[src/rtl/dmem_arb_pkg.sv]
// -----------------------------------------------------------------------------
// dmem_arb_pkg
//   Shared definitions for the dual-lane data-memory arbiter:
//     - state_t   : arbiter FSM encoding (IDLE/L1_WAIT/L2_WAIT/DONE)
//     - AW_DEF    : default address width
//     - DW_DEF    : default data width
//     - CNT_W_DEF : default conflict-counter width
//   Optional feature macro used by the arbiter: DMEM_ARB_STATS_EN
// -----------------------------------------------------------------------------
package dmem_arb_pkg;

  localparam int AW_DEF    = 32;
  localparam int DW_DEF    = 32;
  localparam int CNT_W_DEF = 16;

  typedef enum logic [1:0] {
    ST_IDLE    = 2'd0,
    ST_L1_WAIT = 2'd1,
    ST_L2_WAIT = 2'd2,
    ST_DONE    = 2'd3
  } state_t;

endpackage : dmem_arb_pkg

[src/rtl/dmem_arb_stats.sv]
// -----------------------------------------------------------------------------
// dmem_arb_stats
//   Saturating event counter used to count dual-lane (conflict) memory steps.
//   Only instantiated when DMEM_ARB_STATS_EN is defined.
// Ports:
//   clk    in   1      system clock, rising edge
//   reset  in   1      asynchronous, active-low reset (clears the count)
//   i_inc  in   1      count one event this cycle
//   o_cnt  out  CNT_W  current count, sticks at all-ones
// -----------------------------------------------------------------------------
module dmem_arb_stats
  import dmem_arb_pkg::*;
#(
  parameter int CNT_W = CNT_W_DEF
) (
  input  logic             clk,
  input  logic             reset,
  input  logic             i_inc,
  output logic [CNT_W-1:0] o_cnt
);

  localparam logic [CNT_W-1:0] CNT_MAX = {CNT_W{1'b1}};
  localparam logic [CNT_W-1:0] CNT_ONE = {{(CNT_W-1){1'b0}}, 1'b1};

  logic [CNT_W-1:0] r_cnt;
  logic [CNT_W-1:0] w_cnt_next;

  // Hold at all-ones instead of wrapping so a long run never reads as "few".
  always_comb begin
    w_cnt_next = r_cnt;
    if (i_inc && (r_cnt != CNT_MAX)) begin
      w_cnt_next = r_cnt + CNT_ONE;
    end
  end

  always_ff @(posedge clk or negedge reset) begin
    if (!reset) begin
      r_cnt <= '0;
    end else begin
      r_cnt <= w_cnt_next;
    end
  end

  assign o_cnt = r_cnt;

endmodule : dmem_arb_stats

[src/rtl/dmem_dual_lane_arbiter.sv]
// -----------------------------------------------------------------------------
// dmem_dual_lane_arbiter
//   Shares one single-ported data memory between the two issue lanes at the
//   EX/MEM stage. Lane 1 is older in program order and is always served first.
//   Each pipeline step performs 0, 1 or 2 memory transactions over a req/ack
//   handshake; a global stall freezes the pipeline latches until all accesses
//   of the step have completed.
//
// Optional feature: define DMEM_ARB_STATS_EN to enable the saturating
//   conflict counter (conflict_cnt). Without it conflict_cnt is tied to 0.
//
// Ports:
//   clk                 in   1      system clock, rising edge
//   reset               in   1      asynchronous, active-low reset
//   l1_req/l1_we        in   1/1    lane 1 access request / write(1) read(0)
//   l1_addr/l1_wdata    in   AW/DW  lane 1 byte address / store data
//   l2_req/l2_we        in   1/1    lane 2 access request / write(1) read(0)
//   l2_addr/l2_wdata    in   AW/DW  lane 2 byte address / store data
//   l1_rdata/l2_rdata   out  DW     per-lane load data, valid in DONE, then held
//   stall               out  1      freeze PC and all pipeline latches
//   mem_req/mem_we      out  1/1    registered memory request / write enable
//   mem_addr/mem_wdata  out  AW/DW  registered memory address / write data
//   mem_ack             in   1      one-cycle completion pulse
//   mem_rdata           in   DW     memory read data, valid with mem_ack
//   conflict_cnt        out  CNT_W  dual-lane step count (stats build only)
// -----------------------------------------------------------------------------
module dmem_dual_lane_arbiter
  import dmem_arb_pkg::*;
#(
  parameter int AW    = AW_DEF,
  parameter int DW    = DW_DEF,
  parameter int CNT_W = CNT_W_DEF
) (
  input  logic             clk,
  input  logic             reset,
  input  logic             l1_req,
  input  logic             l1_we,
  input  logic [AW-1:0]    l1_addr,
  input  logic [DW-1:0]    l1_wdata,
  input  logic             l2_req,
  input  logic             l2_we,
  input  logic [AW-1:0]    l2_addr,
  input  logic [DW-1:0]    l2_wdata,
  output logic [DW-1:0]    l1_rdata,
  output logic [DW-1:0]    l2_rdata,
  output logic             stall,
  output logic             mem_req,
  output logic             mem_we,
  output logic [AW-1:0]    mem_addr,
  output logic [DW-1:0]    mem_wdata,
  input  logic             mem_ack,
  input  logic [DW-1:0]    mem_rdata,
  output logic [CNT_W-1:0] conflict_cnt
);

  // ---------------------------------------------------------------------------
  // State and registered outputs
  // ---------------------------------------------------------------------------
  state_t          r_state;
  logic            r_mem_req;
  logic            r_mem_we;
  logic [AW-1:0]   r_mem_addr;
  logic [DW-1:0]   r_mem_wdata;
  logic [DW-1:0]   r_l1_rdata;
  logic [DW-1:0]   r_l2_rdata;

  // Lane 2 snapshot taken in IDLE when lane 1 goes first; r_l2_pend says the
  // snapshot still has to be issued once lane 1 completes.
  logic            r_l2_pend;
  logic            r_l2_we;
  logic [AW-1:0]   r_l2_addr;
  logic [DW-1:0]   r_l2_wdata;

  state_t          w_state_next;
  logic            w_mem_req_next;
  logic            w_mem_we_next;
  logic [AW-1:0]   w_mem_addr_next;
  logic [DW-1:0]   w_mem_wdata_next;
  logic [DW-1:0]   w_l1_rdata_next;
  logic [DW-1:0]   w_l2_rdata_next;
  logic            w_l2_pend_next;
  logic            w_l2_we_next;
  logic [AW-1:0]   w_l2_addr_next;
  logic [DW-1:0]   w_l2_wdata_next;

  // ---------------------------------------------------------------------------
  // Next-state / next-output logic
  // ---------------------------------------------------------------------------
  always_comb begin
    w_state_next     = r_state;
    w_mem_req_next   = r_mem_req;
    w_mem_we_next    = r_mem_we;
    w_mem_addr_next  = r_mem_addr;
    w_mem_wdata_next = r_mem_wdata;
    w_l1_rdata_next  = r_l1_rdata;
    w_l2_rdata_next  = r_l2_rdata;
    w_l2_pend_next   = r_l2_pend;
    w_l2_we_next     = r_l2_we;
    w_l2_addr_next   = r_l2_addr;
    w_l2_wdata_next  = r_l2_wdata;

    unique case (r_state)
      ST_IDLE: begin
        if (l1_req) begin
          // Lane 1 goes out now; lane 2 is frozen here so that the stalled
          // EX/MEM contents and the issued request can never disagree.
          w_state_next     = ST_L1_WAIT;
          w_mem_req_next   = 1'b1;
          w_mem_we_next    = l1_we;
          w_mem_addr_next  = l1_addr;
          w_mem_wdata_next = l1_wdata;
          w_l2_pend_next   = l2_req;
          w_l2_we_next     = l2_we;
          w_l2_addr_next   = l2_addr;
          w_l2_wdata_next  = l2_wdata;
        end else if (l2_req) begin
          // Lane 2 alone: issue directly, nothing left pending.
          w_state_next     = ST_L2_WAIT;
          w_mem_req_next   = 1'b1;
          w_mem_we_next    = l2_we;
          w_mem_addr_next  = l2_addr;
          w_mem_wdata_next = l2_wdata;
          w_l2_pend_next   = 1'b0;
        end
      end

      ST_L1_WAIT: begin
        if (mem_ack) begin
          w_mem_req_next = 1'b0;
          if (!r_mem_we) begin
            w_l1_rdata_next = mem_rdata;
          end
          if (r_l2_pend) begin
            // Load the lane 2 command now but keep mem_req low for one
            // cycle; L2_WAIT raises it on its first cycle.
            w_state_next     = ST_L2_WAIT;
            w_mem_we_next    = r_l2_we;
            w_mem_addr_next  = r_l2_addr;
            w_mem_wdata_next = r_l2_wdata;
            w_l2_pend_next   = 1'b0;
          end else begin
            w_state_next = ST_DONE;
          end
        end
      end

      ST_L2_WAIT: begin
        if (!r_mem_req) begin
          // Gap cycle after lane 1; an ack here belongs to nothing.
          w_mem_req_next = 1'b1;
        end else if (mem_ack) begin
          w_mem_req_next = 1'b0;
          if (!r_mem_we) begin
            w_l2_rdata_next = mem_rdata;
          end
          w_state_next = ST_DONE;
        end
      end

      ST_DONE: begin
        // Pipeline latches advance this cycle; lane inputs are stale.
        w_state_next = ST_IDLE;
      end

      default: begin
        w_state_next   = ST_IDLE;
        w_mem_req_next = 1'b0;
      end
    endcase
  end

  // ---------------------------------------------------------------------------
  // Registers
  // ---------------------------------------------------------------------------
  always_ff @(posedge clk or negedge reset) begin
    if (!reset) begin
      r_state     <= ST_IDLE;
      r_mem_req   <= 1'b0;
      r_mem_we    <= 1'b0;
      r_mem_addr  <= '0;
      r_mem_wdata <= '0;
      r_l1_rdata  <= '0;
      r_l2_rdata  <= '0;
      r_l2_pend   <= 1'b0;
      r_l2_we     <= 1'b0;
      r_l2_addr   <= '0;
      r_l2_wdata  <= '0;
    end else begin
      r_state     <= w_state_next;
      r_mem_req   <= w_mem_req_next;
      r_mem_we    <= w_mem_we_next;
      r_mem_addr  <= w_mem_addr_next;
      r_mem_wdata <= w_mem_wdata_next;
      r_l1_rdata  <= w_l1_rdata_next;
      r_l2_rdata  <= w_l2_rdata_next;
      r_l2_pend   <= w_l2_pend_next;
      r_l2_we     <= w_l2_we_next;
      r_l2_addr   <= w_l2_addr_next;
      r_l2_wdata  <= w_l2_wdata_next;
    end
  end

  // ---------------------------------------------------------------------------
  // Outputs
  // ---------------------------------------------------------------------------
  logic w_stall_raw;

  // The IDLE term must be combinational: the pipeline has to freeze in the
  // very cycle the request appears, before any register can react.
  assign w_stall_raw = ((r_state == ST_IDLE) && (l1_req || l2_req)) ||
                       (r_state == ST_L1_WAIT) ||
                       (r_state == ST_L2_WAIT);

  // Gate with reset so requests present during reset do not freeze the pipe.
  assign stall     = reset && w_stall_raw;
  assign mem_req   = r_mem_req;
  assign mem_we    = r_mem_we;
  assign mem_addr  = r_mem_addr;
  assign mem_wdata = r_mem_wdata;
  assign l1_rdata  = r_l1_rdata;
  assign l2_rdata  = r_l2_rdata;

  // ---------------------------------------------------------------------------
  // Optional conflict statistics
  // ---------------------------------------------------------------------------
`ifdef DMEM_ARB_STATS_EN
  logic w_conflict_inc;

  // Counts IDLE->L1_WAIT steps that also carry a lane 2 access.
  assign w_conflict_inc = (r_state == ST_IDLE) && l1_req && l2_req;

  dmem_arb_stats #(
    .CNT_W (CNT_W)
  ) u_stats (
    .clk   (clk),
    .reset (reset),
    .i_inc (w_conflict_inc),
    .o_cnt (conflict_cnt)
  );
`else
  assign conflict_cnt = '0;
`endif

endmodule : dmem_dual_lane_arbiter

[config.mk]
export PLATFORM = sky130hd
export DESIGN_NAME = dmem_dual_lane_arbiter
export DESIGN_NICKNAME = d
export VERILOG_FILES = /design/src/rtl/dmem_arb_pkg.sv /design/src/rtl/dmem_arb_stats.sv /design/src/rtl/dmem_dual_lane_arbiter.sv
export SDC_FILE = /design/constraint.sdc
export NUM_CORES = 1
export LEC_CHECK = 0
export CORE_ASPECT_RATIO = 2
export CORE_MARGIN = 10
export CORE_UTILIZATION = 40
export DETAILED_ROUTE_END_ITERATION = 6
export PLACE_DENSITY_LB_ADDON = 0.2
export SETUP_SLACK_MARGIN = 0.4
export SYNTH_ARGS = -nofsm -noshare
export SYNTH_HDL_FRONTEND = slang
export SYNTH_SLANG_ARGS = --single-unit
[constraint.sdc]
create_clock -name clk -period 2.6 [get_ports clk]
set_input_delay 0.39 -clock clk [delete_from_list [all_inputs] [get_ports clk]]
set_output_delay 0.39 -clock clk [all_outputs]
set_load 0.01 [all_outputs]
==> summary by stage, run 1 <==
Layout
With fillers left out, the area of the finished cells amounts to 12,900 µm². Once layout is complete, the utilization of the core stands at 0.583. Leaving out filler cells and counting taps, the final layout contains around 1,300. The antenna cell count is 0. In the final design database the tool counted approximately 1,100 nets.

Of the cells placed in the final design, the portion with a size suffix greater than 1 is 0.207. Relative to the synthesized area, the layout overhead comes to 42.9%.

STA
The worst pin sits at a relative slew slack of 0.458. At the pin with the least slew margin, the transition time is just over 0.8 ns. Dividing the final minimum period by the clock period gives 0.812. Setup violations remaining at the end of the flow were counted as 0. Setup repair after global routing could not meet its margin everywhere. The worst path needs around 2.1 ns of the cycle, external delays included. The number of hold-slack violations in the final timing report is 0. Timing would allow up to 474 MHz. The setup clock skew after layout is roughly 0.011 ns.

The max-slew violation count is 0. The sum of negative setup slack is 0 ns.

Clock tree
The root buffer selected by CTS is clkbuf_16. TritonCTS built the clock tree. No sink is reached through more buffers than the 2 on the longest clock path. The number of CTS-inserted buffers is 17. The clock-pin slew of the registers on the worst-case setup and hold paths is ~0.070 ns. Clock tree synthesis found a total of between 150 and 200 sinks. Clock latency on the worst-skew pair, taken at its later pin, is 0.43 ns. The clock tree synthesis step divided the H-tree into 4 levels.

Setup path
In this design, the stage delay of the slowest critical-path cell is about 0.45 ns. STA puts the critical path data required time at 2.91 ns. The worst endpoint data arrival time is between 2 and 2.5 ns. The slowest cell on the critical path is dfrtp_1. The cell family contributing the most delay on the critical path is flip-flops. The worst setup path is of the reg -> reg kind. STA classifies the critical path startpoint as a flip-flop.

The combined buffer and inverter count along the critical path is 2. The critical path starts at r_state[1]. The worst setup path is captured at a flip-flop. The worst register-to-register path begins at r_state[1]. Traced cell by cell, the critical path runs through inv_2 > ha_1 > nor2b_1 > a211oi_4 > buf_12 > mux2_2. The top fanout value on the critical path is 38.

Place
The cell area reported after detailed placement is about 12,000 µm². After legalization and detailed placement, the total HPWL measured between 15 and 20 mm. In this run, placement finished with an instance count of 1,229. At the end of routability-driven placement, the weighted congestion stood at approximately 0.75. In this run the tool buffered the top-level ports with between 200 and 300 buffer cells.

Power
The worst-case vdd ir drop is about 0.00086 V. The post-route total power is between 15 and 20 mW. The analysis attributes to cell leakage a power of approximately 5.5 nW. The power density of the placed cells is about 1200 nW/µm².

Global route
The global-route usage over all layers is 0.174. Entering global routing, the biggest net connects ~150 pins. The final global-route overflow total is 0.

The wire length of the first global-routing pass is 40.2 mm. The number of antenna violations at the first check in global routing is 1. The via count of the first global-routing pass is between 7,000 and 8,000.

Route
Dividing the detail-routed wire length by the instance count gives 20.2 µm. The ratio of routed vias to standard cells is slightly below 5. In this run, the number of DRC markers left after iteration 0 of detailed routing was roughly 200. The via total after detailed routing is between 6,000 and 7,000. Before antenna repair, the detailed router went through 4 iterations.

The remaining antenna violation count after routing is 0. The total wire length is roughly 26 mm. After detailed routing, the number of remaining DRC violations is 0.

Floorplan
The area of the die is between 20,000 and 30,000 µm². The core region is 22,200 µm². The initial utilization of the core area, before any placement, comes to 0.408. The boundary pin count is between 300 and 400.

The die height is about 230 µm. The width of the die is 126 µm. The floorplan has 77 rows.

Run
The count of maximum capacitance violations is 0.

Logic synthesis
A synthesized cell averages about 13 µm². Summed over all instances, the cell type with the most area after synthesis is dfrtp_1. Of the post-synthesis cell area, the dominant cell type holds 0.548. Ranked by instance count, the synthesized netlist is headed by dfrtp_1 (198), mux2_2 (147), nand2_1 (67).

Yosys mapped a number of flops with a built-in enable equal to 0. The gate count of the mapped netlist is 688. The most used flip-flop cell after synthesis is dfrtp_1. The number of storage elements in the synthesis netlist is 198.

The number of synthesis warnings is 0. After synthesis, the cell types taking the most area are dfrtp_1 (55%), mux2_2 (18%), mux2i_1 (7.3%). The most frequently used cell type in the post-synthesis netlist is dfrtp_1. The number of distinct library cells after synthesis is 30. Of all flip-flops after synthesis, the portion carrying an async set or reset was 1.00. The netlist area before placement is about 9000 µm². For this run, the register share of the synthesized area comes to 0.548.

Worst hold path
The worst hold path belongs to the class in -> async.

Outcome
The flow ran to the end, and the final reports show no timing, DRC or antenna violations.
repair_timing:
| action | 4_1_cts | 5_1_grt |
|---|---|---|
| endpoints found under the setup margin | 54 | 1 |
| gates cloned | 0 | 0 |
| gates resized for setup | 10 | 1 |
| buffers inserted | 1 | 0 |
| hold buffers | 0 | 0 |
path summary, 6_finish.rpt:
| check | endpoint | slack [ns] | depth (start not counted) |
|---|---|---|---|
| max | mem_wdata[16] | 0.49 | 6 |
| min in group clk | mem_addr[25] | 0.48 | 1 |
| max in group asynchronous | r_l2_wdata[28] | 1.85 | 2 |
| min | mem_wdata[6] | 0.12 | 2 |
| max reg2reg | mem_wdata[16] | 0.49 | 6 |
| min reg2reg | mem_addr[25] | 0.48 | 1 |
flip-flops by register name, indices dropped and copies added, names as in the netlist:
signal / flops
l1_rdata: 32
l2_rdata: 32
mem_addr: 32
mem_wdata: 32
r_l2_addr: 32
r_l2_wdata: 32
r_state: 2
mem_req: 1
mem_we: 1
r_l2_pend: 1
r_l2_we: 1
through the flow:
step | setup WS, ns | hold WS [ns]
2_1_floorplan | 0.755 | 0.0944
3_3_place_gp | 0.339 | 0.466
3_5_place_dp | 0.280 | 0.474
4_1_cts | 0.427 | 0.145
5_1_grt | 0.379 | 0.166
6_report | 0.490 | 0.122
final cells by class:
class / count / area [µm²]
tap: 276 / 345
fill: 1849 / 9250
multi-input combinational: 441 / 3810
inverter: 3 / 11.3
clock inverter: 11 / 161
sequential: 198 / 4960
clock buffer: 21 / 460
timing repair buffer: 312 / 3160
cells by family after synthesis:
| family | Yosys count | share of synthesized area |
|---|---|---|
| multiplexers | 263 | 0.319 |
| flip-flops | 198 | 0.548 |
| AND/OR/NAND/NOR | 80 | 0.0368 |
| AO/OA/AOI/OAI | 76 | 0.0456 |
| buffers and inverters | 64 | 0.0417 |
| adder cells (fa/ha/maj) | 6 | 0.00831 |
| other | 1 | 0.000415 |
per-layer routing:
metal | routed length (µm) | track usage | vias to the layer above
li1 | - | - | 2948
met1 | 9050 | 0.173 | 3084
met2 | 13700 | 0.314 | 217
met3 | 2190 | 0.0742 | 25
met4 | 553 | 0.0618 | 2
met5 | 7 | 0 | -
report_power, final:
part / switching, mW / internal, mW / leakage [nW] / total (mW)
logic: 2.92 / 4.04 / 2.84 / 6.97
clock network: 1.20 / 1.59 / 0.301 / 2.79
registers: 0.781 / 4.68 / 2.36 / 5.47
placed cells by master, fill, tap and decap left out, types with 2 or more instances in the layout:
| cell | synthesis | routed |
|---|---|---|
| inv_6 | 0 | 4 |
| mux2_2 | 147 | 147 |
| a21boi_0 | 2 | 2 |
| nor2_1 | 3 | 3 |
| ha_4 | 0 | 3 |
| nand3b_1 | 2 | 2 |
| clkbuf_16 | 0 | 17 |
| bufinv_16 | 0 | 3 |
| nand2_1 | 67 | 66 |
| nand2b_1 | 2 | 2 |
| clkbuf_1 | 9 | 2 |
| dfrtp_1 | 198 | 197 |
| clkbuf_8 | 0 | 3 |
| nand4b_1 | 2 | 2 |
| clkinv_4 | 0 | 2 |
| ha_1 | 6 | 3 |
| mux2i_1 | 66 | 66 |
| nor2b_1 | 3 | 3 |
| mux2_1 | 50 | 50 |
| inv_2 | 0 | 2 |
| o21ai_0 | 66 | 66 |
| clkdlybuf4s50_1 | 0 | 294 |
| buf_4 | 18 | 10 |
| buf_12 | 0 | 6 |
| conb_1 | 1 | 16 |
Power figures use the tool's default switching activity.
==> run 2, diff against run 1 <==
==> constraint.sdc (replaced) <==
create_clock -name clk -period 1.9 [get_ports clk]
set_input_delay 0.285 -clock clk [delete_from_list [all_inputs] [get_ports clk]]
set_output_delay 0.285 -clock clk [all_outputs]
set_load 0.01 [all_outputs]
==> run 2 against run 1 <==
Cell count increased by 4.5%. Via count increased by 7.3%. Count of clock-buffer cells in the layout increased by 4. Core utilization increased by 7.2 points. Worst setup slack got worse by 0.51 ns. Largest power group unchanged. Critical path type unchanged. Die area unchanged. Critical endpoint is now mem_wdata[6]. Clock skew decreased by 0.0029 ns. Global-route usage increased by 2.4 points. Flip-flop and latch count unchanged. Wire length increased by 20%. Largest cell class unchanged. The flow now finishes with violations (setup timing). Critical path depth increased by 1. First-iteration DRC count increased by 63%.
==> summary by stage, run 2 (synthesized netlist as in run 1, its figures left out) <==
Outcome
The checks that failed: setup timing. The run finished, with violations left.

Setup path
The endpoint required time on the critical path is 2.23 ns (-0.68 ns). The slowest cell on the critical path is dfrtp_1. The top fanout value on the critical path is 7 (-82%). The combined buffer and inverter count along the critical path is 3 (+1).

The critical path in this run is classified as reg -> reg. The critical path's largest stage delay is 0.42 ns (-0.03 ns). Grouping stages by cell kind, the critical path spends the most delay in buffers and inverters. The kind of end point of the critical path is a flip-flop. The nature of the critical path startpoint is a flip-flop. The critical path goes through buf_6 > ha_4 > nor2b_4 > a211oi_4 > buf_6 > clkbuf_16 > mux2_4. In this design, the critical path's most frequently occurring cell is buf_6. The worst endpoint data arrival time was 2.25 ns (-0.17 ns).

STA
The minimum setup slack in the final design was -0.0221 ns (-0.512 ns). The post-route worst hold slack was 0.0447 ns (-0.0768 ns). Setup repair after global routing could not meet its margin everywhere. The remaining max-slew budget at the tightest pin is 0.404 (-0.0543). The time the worst path needs with I/O delays and setup is 1.92 ns (-0.188 ns).

The final number of setup-violating endpoints is 29 (+29). The number of hold-slack violations in the final timing report came to 0 (unchanged). The portion of the clock cycle consumed by the worst path in the final layout was 1.01 (+0.200). The setup clock skew after layout is 0.00762 ns (-0.00294 ns). The transition time of the tightest slew-check pin came to 0.894 ns (+0.0814 ns). The max-slew violation count is 0 (unchanged). The fmax is 520 MHz (+9.8%).

Layout
In the layout the commonest cells are dfrtp_1 (198), mux2_4 (189), clkdlybuf4s50_1 (164). The share of post-route cells with drive strength above 1 is 0.293 (+0.0865). The final cell count without fillers is 1,319 (+4.5%). The antenna cell count is 0 (unchanged).

Leaving out fill and tap cells, the most frequent cell in the layout is dfrtp_1. The final-stage net count was 1,207 (+5.3%). Compared with the post-synthesis result, the final layout area differs by 60.6%.

Clock tree
The root buffer selected by CTS is clkbuf_16. The maximum clock insertion buffer count is 2 (unchanged). The number of H-tree branching levels is 4 (unchanged). The number of CTS-inserted buffers is 17 (unchanged).

The clock-pin slew of the registers on the worst-case setup and hold paths was 0.07 ns (about the same). The count of clock tree sinks is 198 (unchanged). The CTS tree is built. The clock latency on the worst-skew pair is 0.44 ns (about the same).

Floorplan
The area of the die is 29,400 µm² (unchanged). The die height came to 233 µm (unchanged). The boundary pin count is 314 (unchanged).

The core footprint is 22,200 µm² (unchanged). The width of the die is 126 µm (unchanged). The initial core utilization is 0.408 (unchanged).

The row count came to 77 (unchanged).

Worst hold path
The worst hold-check path type is in -> async.

Global route
The number of antenna violations at the first check in global routing is 0 (-1). The wire length of the first global-routing pass is 44.6 mm (+11%). The global-route usage over all layers is 0.198 (+0.0242). The largest net degree at the start of global routing is 161 (+8.8%).

The via count of the first global-routing pass is 7,268 (+3.7%). The final global-route overflow total is 0 (unchanged).

Route
The final routed DRC violation total is 0 (unchanged). The via total after detailed routing is 6,732 (+7.3%). The routed wirelength normalized by instance count is 23.2 µm (+15%). The total iterations of the first detailed-routing run is 4 (unchanged). The number of DRC markers after the initial detailed-route iteration is 327 (+63%). The ratio of routed vias to standard cells is 5.10 (+2.6%). The total wire length is 30.6 mm (+20%).

The remaining antenna violation count after routing was 0 (unchanged).

Place
The count of input and output buffers is 297 (unchanged). The weighted congestion reported at the end of routability-driven placement was 0.833 (+11%). The detailed placement HPWL is 19.8 mm (+3.9%). The cell count after placement came to 1,249 (+1.6%).

Power
The worst-case vdd ir drop is 0.00104 V (+20%). The post-route total power is 23.7 mW (+56%). The power density of the placed cells is 1630 nW/µm² (+39%). The leakage power figure is 7.15 nW (+30%).

Run
The count of maximum capacitance violations came to 0 (unchanged).
run 2: timing repair:
item,in CTS,in global routing
setup buffers,18,5
resized for setup,233,145
gates cloned,13,5
hold buffers,1,0
hold endpoints to repair,38,0
endpoints found under the setup margin,328,212
pin swaps,7,4
run 2: final cells by class:
cell class	count	area [µm²]
inverters	3	11.3
fillers	1696	7650
flip-flops and latches	198	4950
clock inverters	3	21.3
clock buffers	25	485
repair buffers	373	4090
multi-input cells	441	4590
well taps	276	345
run 2: stage by stage:
stage / area, µm² / setup WS (ns) / TNS [ns] / utilization
finish: 14500 / -0.0221 / -0.282 / 0.655
global route: 14500 / -0.0980 / -4.75 / 0.655
CTS: 13800 / -0.0359 / -0.737 / 0.623
detailed placement: 12500 / -0.0582 / -1.83 / 0.563
global placement: 12500 / -0.0828 / -1.91 / 0.563
floorplan: 9190 / 0.103 / 0 / -
run 2: per-layer routing:
metal | wire length, µm | track usage | part of all wire
met5 | 0 | 0 | 0
met4 | 961 | 0.0836 | 0.031
met3 | 1660 | 0.0522 | 0.054
met2 | 17200 | 0.380 | 0.56
met1 | 10800 | 0.192 | 0.35
run 2: where the power goes:
part	switching [mW]	internal, mW
Combinational	5.08	7.75
Sequential	1.17	6.42
Clock	1.52	1.75
run 2: path summary, 6_finish.rpt:
kind / slack (ns) / to / start / cells past startpoint
worst max-delay path: -0.02 / mem_wdata[6] / r_state[0] / 7
worst min-delay path: 0.04 / l1_rdata[6] / reset / 2
worst max register to register: -0.02 / mem_wdata[6] / r_state[0] / 7
worst min register to register: 0.49 / mem_wdata[3] / mem_wdata[3] / 1
max in group asynchronous: 0.75 / r_l2_wdata[1] / reset / 3
min in group clk: 0.45 / mem_wdata[18] / l1_req / 4
run 2: worst reg2reg max path: cells and delay by family (launching register included):
kind | cells | cell delay (ns)
AO/OA/AOI/OAI | 1 | 0.25
buffers and inverters | 3 | 0.54
multiplexers | 1 | 0.30
AND/OR/NAND/NOR | 1 | 0.14
flip-flops | 1 | 0.42
adder cells (fa/ha/maj) | 1 | 0.15
